==> src/rtl/regfile_pkg.sv <==
// Shared types and helpers for the multi-port register file.
package regfile_pkg;

  typedef enum logic {
    INIT = 1'b0,
    RUN  = 1'b1
  } state_e;

  localparam int unsigned INIT_ZERO  = 0;
  localparam int unsigned INIT_INDEX = 1;

  // Address width for a file of n registers (at least one bit).
  function automatic int unsigned addr_width(input int unsigned n);
    return (n <= 1) ? 1 : $clog2(n);
  endfunction

endpackage

==> src/rtl/regfile_scoreboard.sv <==
// Pending-write scoreboard: one bit per register, set by allocation, cleared by writeback.
module regfile_scoreboard
  import regfile_pkg::*;
#(
  parameter  int unsigned NREGS = 32,
  parameter  int unsigned NREAD = 2,
  localparam int unsigned AW    = addr_width(NREGS)
) (
  input  logic                  clk,
  input  logic                  reset,
  input  logic                  set_en,
  input  logic [AW-1:0]         set_addr,
  input  logic                  clr_en,
  input  logic [AW-1:0]         clr_addr,
  input  logic [NREAD*AW-1:0]   rs_addr,
  output logic [NREAD-1:0]      rs_pending
);

  logic [NREGS-1:0] pending_q;
  logic [NREGS-1:0] pending_d;

  // Next pending vector: clear first so a same-cycle allocation wins; reg 0 never pends.
  always_comb begin
    pending_d = pending_q;
    if (clr_en) pending_d[clr_addr] = 1'b0;
    if (set_en) pending_d[set_addr] = 1'b1;
    pending_d[0] = 1'b0;
  end

  // Pending register, cleared on reset.
  always_ff @(posedge clk) begin
    if (reset) pending_q <= '0;
    else       pending_q <= pending_d;
  end

  // Per-port lookup; a write in this cycle resolves the hazard through the bypass.
  always_comb begin
    rs_pending = '0;
    for (int unsigned i = 0; i < NREAD; i++) begin
      rs_pending[i] = pending_q[rs_addr[i*AW +: AW]] &&
                      !(clr_en && (clr_addr == rs_addr[i*AW +: AW]));
    end
  end

endmodule

==> src/rtl/regfile_mp.sv <==
// Multi-read-port register file with zero register, write bypass, hazard scoreboard and init sweep.
module regfile_mp
  import regfile_pkg::*;
#(
  parameter  int unsigned XLEN      = 64,
  parameter  int unsigned NREGS     = 32,
  parameter  int unsigned NREAD     = 2,
  parameter  int unsigned INIT_MODE = INIT_ZERO,
  localparam int unsigned AW        = addr_width(NREGS)
) (
  input  logic                    clk,
  input  logic                    reset,
  input  logic [NREAD*AW-1:0]     rs_addr,
  output logic [NREAD*XLEN-1:0]   rs_data,
  output logic [NREAD-1:0]        rs_pending,
  input  logic                    wr_en,
  input  logic [AW-1:0]           rd_addr,
  input  logic [XLEN-1:0]         wr_data,
  input  logic                    alloc_en,
  input  logic [AW-1:0]           alloc_addr,
  output logic                    ready
);

  state_e          state_q;
  logic [AW-1:0]   cnt_q;
  logic            ready_q;
  logic [XLEN-1:0] regs_q [NREGS];

  logic            run;
  logic            wr_ok;
  logic            alloc_ok;
  logic [XLEN-1:0] init_val;
  logic [NREAD-1:0] sb_pending;

  assign run      = (state_q == RUN);
  assign wr_ok    = run && wr_en && (rd_addr != '0);
  assign alloc_ok = run && alloc_en && (alloc_addr != '0);
  assign init_val = (INIT_MODE == INIT_INDEX) ? XLEN'(cnt_q) : '0;
  assign ready    = ready_q;

  // Init sweep FSM: walk cnt over every register, then enter RUN.
  always_ff @(posedge clk) begin
    if (reset) begin
      state_q <= INIT;
      cnt_q   <= '0;
      ready_q <= 1'b0;
    end else begin
      case (state_q)
        INIT: begin
          cnt_q <= cnt_q + AW'(1);
          if (cnt_q == AW'(NREGS - 1)) begin
            state_q <= RUN;
            ready_q <= 1'b1;
          end
        end
        RUN: ;
        default: state_q <= INIT;
      endcase
    end
  end

  // Storage: sweep loads during INIT, write port in RUN; reset itself leaves contents alone.
  always_ff @(posedge clk) begin
    if (!reset) begin
      if (state_q == INIT)  regs_q[cnt_q]   <= init_val;
      else if (wr_ok)       regs_q[rd_addr] <= wr_data;
    end
  end

  regfile_scoreboard #(
    .NREGS (NREGS),
    .NREAD (NREAD)
  ) u_scoreboard (
    .clk        (clk),
    .reset      (reset),
    .set_en     (alloc_ok),
    .set_addr   (alloc_addr),
    .clr_en     (wr_ok),
    .clr_addr   (rd_addr),
    .rs_addr    (rs_addr),
    .rs_pending (sb_pending)
  );

  // Read muxes with same-cycle bypass; everything reads as zero until the sweep completes.
  always_comb begin
    rs_data    = '0;
    rs_pending = sb_pending & {NREAD{run}};
    for (int unsigned i = 0; i < NREAD; i++) begin
      if (run && (rs_addr[i*AW +: AW] != '0)) begin
        if (wr_ok && (rd_addr == rs_addr[i*AW +: AW]))
          rs_data[i*XLEN +: XLEN] = wr_data;
        else
          rs_data[i*XLEN +: XLEN] = regs_q[rs_addr[i*AW +: AW]];
      end
    end
  end

endmodule

==> config.mk <==
export PLATFORM = sky130hd
export DESIGN_NAME = regfile_mp
export DESIGN_NICKNAME = d
export VERILOG_FILES = /design/src/rtl/regfile_pkg.sv /design/src/rtl/regfile_scoreboard.sv /design/src/rtl/regfile_mp.sv
export SDC_FILE = /design/constraint.sdc
export NUM_CORES = 2
export LEC_CHECK = 0
export BUFFER_PORTS_ARGS = -buffer_cell sky130_fd_sc_hd__buf_2
export CAP_MARGIN = 20
export CORE_AREA = 2 2 535 537
export DETAILED_ROUTE_END_ITERATION = 8
export DIE_AREA = 0 0 537 539
export PLACE_DENSITY = 0.51
export SLEW_MARGIN = 40
export SYNTH_ARGS = -nofsm -noshare
export SYNTH_HDL_FRONTEND = slang
export SYNTH_SLANG_ARGS = --single-unit
export TNS_END_PERCENT = 10
==> constraint.sdc <==
create_clock -name clk -period 12.7 [get_ports clk]
set_input_delay 1.27 -clock clk [delete_from_list [all_inputs] [get_ports clk]]
set_output_delay 1.27 -clock clk [all_outputs]
set_load 0.02 [all_outputs]
==> metrics <==
outcome finished clean; Synth Net Count approximately 5300; final core utilization between 30 and 40%; Post-Syn Area between 0.09 and 0.1 sq mm; ANT nets after route 0; Crit path largest cell delay 0.68 ns; startpoint types primary input; DIE AREA a little under 0.3 sq mm; cell at the slowest stage of the critical path buf_4; HPWL reported at the end of detailed placement 177000 microns; power share of the clock group a little over two fifths; f_max between 100 and 150 MHz; final setup fails 0; Slew Viols, Final 0; routed vias 56853; Final Cycle Share 52.8%; syn_area_per_cell around 19 sq um; power share of the sequential group between 50% and 60%; post-placement cell count ~9000; NetSw about 3.3 mW; CP most frequent cell buf_4; critical path capture point type output pin; Comb pwr share 6.0%; total gr overflow 0; final wirelength between 300000 and 400000 microns; max-cap violations 0; CTS Buf Count 233; synthesized instance count approximately 5200; Pre-antenna DRT Iters 5; HP Class flip-flop to flip-flop; peak supply drop about 0.00012 V; Core Box Area ~0.28 sq mm; CTS Sinks around 2100; Rel. slew slack 37.3%; RD Place Congestion approximately 0.76; Area Growth Syn to Fin 13.6%; family with the most delay on the worst path buffers and inverters; Clock Skew 0.0366 ns; Clock Latency Late Sink between 0.8 and 0.9 ns; Distinct cells, synth 54; final hold viol count 0; power per cell area around 130 mW/mm^2; Async SR Flop Fraction 0%; routed length per instance approximately 35 microns; most used flip-flop cell after synthesis edfxtp_1; Post-CTS Resized 0; IO Port Bufs between 200 and 250; H-Tree Depth 4; Cell Chain, Critical Path buf_8 > buf_4 > buf_4 > buf_4 > mux4_2 > nor2b_1 > a211oi_1 > a21oi_1 > a22oi_1 > nand2_1 > buf_2; GRT Util Overall ~22%; chip width between 500 and 600 microns; number of synthesized flops with an enable pin approximately 2000; hold_buf cts 0; WP buf/inv 5; Starting DRT DRC Count ~6300; critical path fanouts, max 40; row cnt between 150 and 200; post-synthesis sequential area ratio between 60% and 70%; Int Pwr about 12 mW; io pins about 220; Seq cells post-synth between 2000 and 2500; initial core utilization between 30% and 40%; crit path kind primary input to output pin; Setup TNS 0 ns; clock tree buffer depth 4; Cell Area, Placed between 0.1 and 0.15 sq mm; clock period minus worst slack ~6.7 ns; global-route wire length before repair ~450000 microns; CP arrival between 5 and 6 ns; Final Cell Area about 0.11 sq mm; Synth warnings 0; RSZ-0062 raised after global routing no; share of layout cells above drive strength 1 around a third; Leak Pwr around 39 nW; vias in the first global route 57411; largest net degree at the start of global routing around 110; antenna violations before repair 21; die height 539 microns; Switching Share 22.1%; nets ~5500; CTS tree done; final std cells w/o fill 9316; Root Driver clkbuf_16; DRC viols 0; clock-pin slew on the worst setup and hold paths about 0.070 ns; Post-CTS Setup Bufs 0; vias per cell just over 6; total power between 15 and 20 mW; WP data required between 10 and 15 ns; Fill cells approximately 25000; Worst Max-Slew Pin Slew about 0.94 ns
## state kept, by name, summed over array words and instances, names as in the netlist
signal	flops
ready	1
run	1
cnt_q	5
regs_q	2048
u_scoreboard.pending_q	31
## synth_stat cells (all sizes together), types with 4 or more instances
cell type / number / area share (%)
nand2: 184 / 0.70
a22oi: 56 / 0.43
inv: 4 / 0.015
dfxtp: 38 / 0.77
nand2b: 15 / 0.095
o21ai: 47 / 0.24
a21o: 6 / 0.046
a211o: 57 / 0.51
nor3b: 6 / 0.046
nor3: 10 / 0.056
a21oi: 151 / 0.76
xor2: 5 / 0.044
a32o: 8 / 0.081
buf: 280 / 1.6
nor2b: 229 / 1.4
a31oi: 5 / 0.032
mux2: 19 / 0.22
nand3: 14 / 0.076
o21bai: 8 / 0.061
nor2: 65 / 0.25
xnor2: 7 / 0.062
and2: 67 / 0.42
a211oi: 341 / 2.6
clkbuf: 154 / 0.58
mux4: 1043 / 24
edfxtp: 2048 / 62
mux2i: 243 / 2.5
o22ai: 28 / 0.18
## cell families after synthesis
family | after synthesis | synth area share, %
AO/OA/AOI/OAI | 715 | 5.02
XOR/XNOR | 12 | 0.106
adder cells (fa/ha/maj) | 2 | 0.0253
buffers and inverters | 438 | 2.18
flip-flops | 2086 | 63.0
multiplexers | 1305 | 26.4
AND/OR/NAND/NOR | 606 | 3.25
## area by class of cell
class | count | area, sq um | area share [%]
timing repair buffer | 403 | 3240 | 2.89
tap | 3762 | 4710 | 4.19
sequential | 2086 | 62300 | 55.4
clock inverter | 133 | 1160 | 1.03
multi-input combinational | 2640 | 34800 | 31.0
clock buffer | 284 | 6110 | 5.44
antenna | 4 | 10.0 | 0.00891
inverter | 4 | 15.0 | 0.0134
## per-layer routing
layer	vias to the layer above	part of all wire, %	wire [microns]	track usage (%)
li1	22579	-	-	-
met1	31311	43	138000	31.5
met2	2481	47	153000	34.9
met3	466	7.4	23700	3.51
met4	16	2.6	8440	5.63
met5	-	0.029	95	0
## final timing paths
check	endpoint	cells after the start	slack, ns	from
setup / recovery	rs_data[0]	11	6.00	rs_addr[1]
hold / removal	u_scoreboard.pending_q[28]	2	0.49	u_scoreboard.pending_q[28]
setup reg to reg	regs_q[24][4]	10	7.63	run
hold reg to reg	u_scoreboard.pending_q[28]	2	0.49	u_scoreboard.pending_q[28]
## placed cells by master (no fill, tap or decap), types with 35 or more instances in the layout
cell type / Yosys / layout
edfxtp_1: 2048 / 2048
mux4_2: 1043 / 1043
a211oi_1: 341 / 339
mux2i_1: 243 / 243
clkbuf_16: 0 / 237
nor2b_1: 229 / 229
buf_2: 219 / 210
nand2_1: 184 / 184
a21oi_1: 151 / 148
buf_4: 33 / 110
and2_2: 0 / 62
clkinv_1: 0 / 62
a211o_1: 57 / 57
a22oi_1: 56 / 56
o21ai_0: 47 / 47
clkbuf_1: 154 / 47
dfxtp_1: 38 / 38
clkinv_2: 0 / 35
buf_6: 15 / 35
## through the flow
stage	hold slack, ns	worst slack [ns]
2_1_floorplan	0.450	6.93
3_3_place_gp	0.473	5.70
3_5_place_dp	0.479	5.97
4_1_cts	0.489	5.97
5_1_grt	0.518	5.84
6_report	0.491	6.00
## power by group through the flow
| stage | logic (mW) | registers [mW] | clock network (mW) |
|---|---|---|---|
| global route | 0.959 | 7.51 | 6.97 |
| detailed placement | 0.911 | 7.65 | 0 |
| CTS | 0.912 | 7.51 | 6.72 |
| global placement | 0.904 | 7.65 | 0 |
| finish | 0.904 | 7.51 | 6.60 |
| floorplan | 0.638 | 7.65 | 0 |
## worst register-to-register path, stage by stage, from the launching register on
cell and delay [ns]:
dfxtp_1 0.30, buf_4 0.26, nand2_1 0.28, a311oi_4 0.34
buf_6 0.65, a21oi_2 0.35, nand2b_1 0.43, nor2_4 0.52
buf_8 0.27, buf_4 0.51, buf_4 0.71
(Power assumes the default switching activity.)
